--- src/rtl/mem_wb_pipe_reg.sv ---
// MEM/WB pipeline register.
// Carries a valid bit, a control bus and NUM_CH packed data channels through
// STAGES register stages. The pipe holds on stall, inserts a bubble on flush,
// and counts the valid entries that retire from the last stage.
// ctrl bit0 is RegWrite, so the register-file write enable is valid & ctrl[0].
module mem_wb_pipe_reg #(
    parameter int DATA_W = 32,
    parameter int NUM_CH = 4,
    parameter int CTRL_W = 4,
    parameter int STAGES = 1,
    parameter int CNT_W  = 32
) (
    input  logic                     Clk,
    input  logic                     Rst_n,
    input  logic                     Stall,
    input  logic                     Flush,
    input  logic                     inValid,
    input  logic [CTRL_W-1:0]        inCtrl,
    input  logic [NUM_CH*DATA_W-1:0] inData,
    output logic                     outValid,
    output logic [CTRL_W-1:0]        outCtrl,
    output logic [NUM_CH*DATA_W-1:0] outData,
    output logic                     outWriteEn,
    output logic [CNT_W-1:0]         RetireCount
);

    localparam int BUS_W = NUM_CH * DATA_W;

    // Flush forces the pipe to move even when a stall is requested.
    logic adv;
    assign adv = ~Stall | Flush;

    genvar gi;
    generate
        for (gi = 0; gi < STAGES; gi++) begin : g_stage
            logic              valid_q, valid_d;
            logic [CTRL_W-1:0] ctrl_q,  ctrl_d;
            logic [BUS_W-1:0]  data_q,  data_d;

            if (gi == 0) begin : g_head
                // Stage 0 next state: bubble on flush, capture input on advance, else hold
                always_comb begin
                    valid_d = valid_q;
                    ctrl_d  = ctrl_q;
                    data_d  = data_q;
                    if (Flush) begin
                        valid_d = 1'b0;
                        ctrl_d  = '0;
                        data_d  = '0;
                    end else if (!Stall) begin
                        valid_d = inValid;
                        ctrl_d  = inCtrl;
                        data_d  = inData;
                    end
                end
            end else begin : g_body
                // Later stages take the previous stage's contents on advance, else hold
                always_comb begin
                    valid_d = valid_q;
                    ctrl_d  = ctrl_q;
                    data_d  = data_q;
                    if (adv) begin
                        valid_d = g_stage[gi-1].valid_q;
                        ctrl_d  = g_stage[gi-1].ctrl_q;
                        data_d  = g_stage[gi-1].data_q;
                    end
                end
            end

            // Stage register; reset empties the stage regardless of stall or flush
            always_ff @(posedge Clk or negedge Rst_n) begin
                if (!Rst_n) begin
                    valid_q <= 1'b0;
                    ctrl_q  <= '0;
                    data_q  <= '0;
                end else begin
                    valid_q <= valid_d;
                    ctrl_q  <= ctrl_d;
                    data_q  <= data_d;
                end
            end
        end
    endgenerate

    // Retire counter: an entry retires when the pipe advances past a valid last stage
    logic [CNT_W-1:0] retire_cnt_q, retire_cnt_d;

    // Counter next state; wraps silently at all-ones
    always_comb begin
        retire_cnt_d = retire_cnt_q;
        if (adv && g_stage[STAGES-1].valid_q) begin
            retire_cnt_d = retire_cnt_q + CNT_W'(1);
        end
    end

    // Counter register
    always_ff @(posedge Clk or negedge Rst_n) begin
        if (!Rst_n) begin
            retire_cnt_q <= '0;
        end else begin
            retire_cnt_q <= retire_cnt_d;
        end
    end

    assign outValid    = g_stage[STAGES-1].valid_q;
    assign outCtrl     = g_stage[STAGES-1].ctrl_q;
    assign outData     = g_stage[STAGES-1].data_q;
    assign outWriteEn  = g_stage[STAGES-1].valid_q & g_stage[STAGES-1].ctrl_q[0];
    assign RetireCount = retire_cnt_q;

endmodule

--- config.mk ---
export PLATFORM = sky130hd
export DESIGN_NAME = mem_wb_pipe_reg
export DESIGN_NICKNAME = d
export VERILOG_FILES = /design/src/rtl/mem_wb_pipe_reg.sv
export SDC_FILE = /design/constraint.sdc
export NUM_CORES = 1
export LEC_CHECK = 0
export CAP_MARGIN = 20
export CELL_PAD_IN_SITES_DETAIL_PLACEMENT = 1
export CELL_PAD_IN_SITES_GLOBAL_PLACEMENT = 2
export CORE_UTILIZATION = 26
export CTS_CLUSTER_DIAMETER = 80
export DETAILED_ROUTE_END_ITERATION = 12
export PLACE_DENSITY = 0.87
export SYNTH_ARGS = -nofsm -noshare
export SYNTH_HDL_FRONTEND = slang
export SYNTH_SLANG_ARGS = --single-unit
--- constraint.sdc ---
create_clock -name Clk -period 2.38 [get_ports Clk]
set_clock_uncertainty 0.2 [all_clocks]
set_input_delay 0.357 -clock Clk [delete_from_list [all_inputs] [get_ports Clk]]
set_output_delay 0.357 -clock Clk [all_outputs]
set_load 0.02 [all_outputs]
Word level (Yosys, flattened, before mapping):

Cells that the tools add are included.

* bits in registers: 165
* output and inout bits: 166
* logic and storage cells: 16
* bits of input ports: 137

* eq/ne operators: 1
* reductions and logical operators: 1
* multiplexer cells: 6
* $add $sub $neg: 1
* bitwise operators: 3

Operator list (number)
* $mux W128: 2
* $add A32 B1 Y32 const B: 1
* $mux W4: 2
* $mux W1: 2
* $ne A2 B1 Y1 const B: 1
* $and A1 B1 Y1: 1
* $logic_and A1 B1 Y1: 1
* $not A1 Y1: 1
* $or A1 B1 Y1: 1

Longest topological paths before layout:

* depth in word-level cells: 3
* gate-level depth with buffers: 6
* depth with buffers taken out: 5

Worst setup path after synthesis:

Ideal clock, no wire load.

* kind: register -> register
* from: reg retire_cnt_q[2] (netlist: RetireCount[2])
* to: reg retire_cnt_q[16] (netlist: RetireCount[16])
* setup slack: 0.339 ns
* data required time: 2.100 ns
* setup time: 0.080 ns
* data arrival time: 1.761 ns
* stages on the path, launching flop included: 6
* path through: dfrtp_1 nand3_2 or4_4 buf_6 nor4_2 xor2_1

* word-level cells in the longest chain between the ends: 1

RTL lines
* start, declared: RTL line 86 `logic [CNT_W-1:0] retire_cnt_q, retire_cnt_d;`
* start signal, assigned: RTL line 101 `retire_cnt_q <= retire_cnt_d;`
* $add A32 B1 Y32: RTL line 92 `retire_cnt_d = retire_cnt_q + CNT_W'(1);`

Every way passes these cells.
A chain may end at the register's enable or synchronous reset.

Worst setup path after layout:

* from: reg g_stage[0].valid_q (netlist: outValid)
* to: out outWriteEn

* word-level cells in the longest chain between the ends: 1

RTL lines
* start, declared: RTL line 36 `logic valid_q, valid_d;`
* start signal, assigned: RTL line 77 `valid_q <= valid_d;`
* $and A1 B1 Y1: RTL line 108 `assign outWriteEn = g_stage[STAGES-1].valid_q & g_stage[STAGES-1].ctrl_q[0];`
* end, declared: RTL line 23 `output logic outWriteEn,`

Every way passes these cells.

==> impl_summary.log <==
INFO  metric syn_inst = 572
INFO  metric htree_levels = 4
INFO  metric setup.worst_path.end_class = primary output
INFO  metric hold_path.startpoint = Stall
INFO  metric worstHoldEndpoint = outData[38]$_DFFE_PN0N_
INFO  metric die-height = 165 um
INFO  metric hold-worst-slack = 0.111 ns
INFO  metric yosysUniqueCellTypes = 29
INFO  metric clock_sink_count = 165
INFO  metric worstSkewPairLatency = 0.42 ns
INFO  metric drv_cap = 0
INFO  metric post_synth.cell_area_avg = 12.0 um^2
INFO  metric design.core.area = 26,100 um^2
INFO  metric seqCellArea = 4130 um^2
INFO  metric synthXorXnorAreaFrac = 0.0394
INFO  metric synth_top_family_by_area = multiplexers
INFO  metric final_period_minus_worst_setup_slack = 2.25 ns
INFO  metric post_synth_fa_ha_maj_area_fraction = 0.00182
INFO  metric crit_required = 1.82 ns
INFO  metric p_leak = 5.05 nW
INFO  metric drtIter0Drc = 306
INFO  metric tns = 0 ns
INFO  metric tightestPinTransition = 0.668 ns
INFO  metric antenna_found_initial = 0
INFO  metric tritoncts = built
INFO  metric syn_area = 6890 um^2
INFO  metric start_util = 0.264
INFO  metric type_of_the_worst_setup_path = reg2out
INFO  metric crit_path_start_kind = register
INFO  metric drc_errors = 0
INFO  metric worstReg2RegEnd = RetireCount[22]$_DFFE_PN0P_
INFO  metric status = finished, final reports clean
INFO  metric cts_bufs_inserted = 17
INFO  metric power_density = 647 nW/um^2
INFO  metric yosys_register_bits = 165
INFO  metric wire_length_after_detailed_routing = 21.0 mm
INFO  metric post_cts_resized = 0
INFO  metric placementRows = 59
INFO  metric n_antenna_cell = 0
INFO  metric simple_gate_portion_of_the_synthesized_area = 0.138
INFO  metric die_width = 165 um
INFO  metric detail_route.wl_per_cell = 17.2 um
INFO  metric finalCritPeriodShare = 0.945
INFO  metric overflow = 0
INFO  metric detailedPlacementHpwl = 15.0 mm
INFO  metric numPortBuffers = 302
INFO  metric ys.warnings.count = 0
INFO  metric via_total_after_detailed_routing = 5,416
INFO  metric routabilityCongestion = 0.742
INFO  metric rsz0062_at_grt = false
INFO  metric cp_max_fo = 9
INFO  metric min_path_type = in2reg
INFO  metric hold_viol = 0
INFO  metric worst_slew_margin_rel = 0.554
INFO  metric combined_global_route_utilization_of_all_metal_layers = 0.160
INFO  metric grt_pass1_vias = 5,849
INFO  metric boundaryPins = 303
INFO  metric reg2reg_setup_slack = 0.27 ns
INFO  metric drive_above_1_share = 0.0755
INFO  metric viasPerCell = 4.43
INFO  metric yosys-mux-area-fraction = 0.195
INFO  metric fin_nets = 1,012
INFO  metric critical_path.reg2reg.startpoint = RetireCount[2]$_DFFE_PN0P_
INFO  metric detail_route.first_pass.iterations = 4
INFO  metric clk_pin_slew = 0.07 ns
INFO  metric synth_seq_area_share = 0.599
INFO  metric cts.hold.buffers_added = 1
INFO  metric syn-num-nets = 710
INFO  metric cts_buffer_depth = 2
INFO  metric cp.arrival = 1.69 ns
INFO  metric area_growth_syn_to_layout = 58.4%
INFO  metric ctsRootBufferMaster = sky130_fd_sc_hd__clkbuf_16
INFO  metric worst_ir_drop_on_vdd = 0.000363 V
INFO  metric finalMaxSlewViolations = 0
INFO  metric design.die.area = 27,200 um^2
INFO  metric grt_max_degree = 97
INFO  metric synth_compound_area_frac = 0
INFO  metric finalSetupViolations = 0
INFO  metric multi_input_comb_area = 2580 um^2
INFO  metric fill_cells = 2,810
INFO  metric post-cts-setup-buffer-count = 0
INFO  metric grt_first_pass_wirelength = 33.3 mm
INFO  metric ff2ff_path_depth = 4
INFO  metric maxClockFrequency = 445 MHz
INFO  metric min_delay_path_depth = 3
INFO  metric final_antenna_net_count = 0
INFO  metric sum_of_internal_switching_and_leakage_power = 7.07 mW
-- worst max-delay path by stage --
stage | from | endpoint | slack, ns | cells after the start
after CTS | outValid$_DFFE_PN0N_ | outWriteEn | 0.11 | 2
after floorplan | RetireCount[2]$_DFFE_PN0P_ | RetireCount[16]$_DFFE_PN0P_ | 0.34 | 5
final | outValid$_DFFE_PN0N_ | outWriteEn | 0.13 | 2
after global routing | outValid$_DFFE_PN0N_ | outWriteEn | 0.04 | 2
after global placement | RetireCount[2]$_DFFE_PN0P_ | RetireCount[22]$_DFFE_PN0P_ | 0.34 | 4
after detailed placement | RetireCount[2]$_DFFE_PN0P_ | RetireCount[22]$_DFFE_PN0P_ | 0.29 | 4
-- metal layers --
metal	vias to the layer above	global-route usage	share of wire	wire, um
li1	2512	-	-	-
met1	2708	0.202	0.43	9120
met2	176	0.262	0.48	10100
met3	20	0.0497	0.071	1500
met4	0	0.0446	0.014	291
met5	-	0	0	0
-- through the flow --
step                      cell area (um^2)  instances  worst slack [ns]  utilization
final                                10900       1222             0.132        0.419
after floorplan                       6890        572             0.339            -
after CTS                            10900       1222             0.108        0.419
after detailed placement             10300       1189             0.287        0.397
after global placement               10300       1189             0.343        0.397
after global routing                 10900       1222            0.0362        0.419
-- flip-flops by register name, indices dropped and copies added, names as in the netlist --
register	flops
outValid	1
RetireCount	32
outData	128
outCtrl	4
-- worst max-delay path, stage by stage, from the launching register on --
cell                              delay, ns
sky130_fd_sc_hd__dfrtp_1               0.50
sky130_fd_sc_hd__and2_1                0.17
sky130_fd_sc_hd__clkdlybuf4s50_1       0.61
-- power by group --
group          internal (mW)  switching (mW)
Combinational          0.667           0.615
Sequential              2.97           0.124
Clock                   1.43            1.27
Total                   5.06            2.01
-- final cells by class --
cell class	count	share of cell area
repair buffers	318	0.293
well taps	335	0.0384
flip-flops and latches	165	0.378
clock inverters	13	0.0108
inverters	7	0.00241
multi-input cells	365	0.236
clock buffers	19	0.0415
-- cell usage after synthesis --
library cell	number	area, um^2
sky130_fd_sc_hd__buf_6	2	22.5
sky130_fd_sc_hd__nand3_1	6	30.0
sky130_fd_sc_hd__xnor2_1	8	70.1
sky130_fd_sc_hd__inv_1	7	26.3
sky130_fd_sc_hd__buf_1	4	15.0
sky130_fd_sc_hd__nor3_1	9	45.0
sky130_fd_sc_hd__nor3b_1	1	7.51
sky130_fd_sc_hd__mux2i_1	133	1330
sky130_fd_sc_hd__nor4_2	13	163
sky130_fd_sc_hd__clkbuf_1	19	71.3
sky130_fd_sc_hd__mux2_2	1	11.3
sky130_fd_sc_hd__xor2_1	23	201
sky130_fd_sc_hd__nor2b_1	1	6.26
sky130_fd_sc_hd__nor4_1	1	6.26
sky130_fd_sc_hd__nand4_1	5	31.3
sky130_fd_sc_hd__nand3_2	1	10.0
sky130_fd_sc_hd__nand2b_1	1	6.26
sky130_fd_sc_hd__or4_4	1	11.3
sky130_fd_sc_hd__or3_1	1	6.26
sky130_fd_sc_hd__nand2_1	14	52.6
sky130_fd_sc_hd__or2_2	1	6.26
sky130_fd_sc_hd__dfrtp_1	165	4130
sky130_fd_sc_hd__and3_1	1	6.26
sky130_fd_sc_hd__buf_2	10	50.1
sky130_fd_sc_hd__ha_1	1	12.5
sky130_fd_sc_hd__nor2_1	138	518
sky130_fd_sc_hd__or4b_1	2	20.0
sky130_fd_sc_hd__and4_1	2	17.5
sky130_fd_sc_hd__and2_1	1	6.26
-- cell families after synthesis --
family,Yosys count
AND/OR/NAND/NOR,199
adder cells (fa/ha/maj),1
buffers and inverters,42
multiplexers,134
flip-flops,165
XOR/XNOR,31
-- cell usage in the layout (no fill, tap or decap), drive strengths merged --
cell and instances:
and2 1, and3 1, and4 2, buf 18, clkbuf 19, clkdlybuf4s50 299, clkinv 6, clkinvlp 2
dfrtp 165, dlygate4sd3 1, ha 1, inv 12, mux2 1, mux2i 133, nand2 14, nand2b 1
nand3 7, nand4 5, nor2 138, nor2b 1, nor3 9, nor3b 1, nor4 14, or2 1
or3 1, or4 1, or4b 2, xnor2 8, xor2 23
Note: power is estimated with default switching activity, not from simulation.
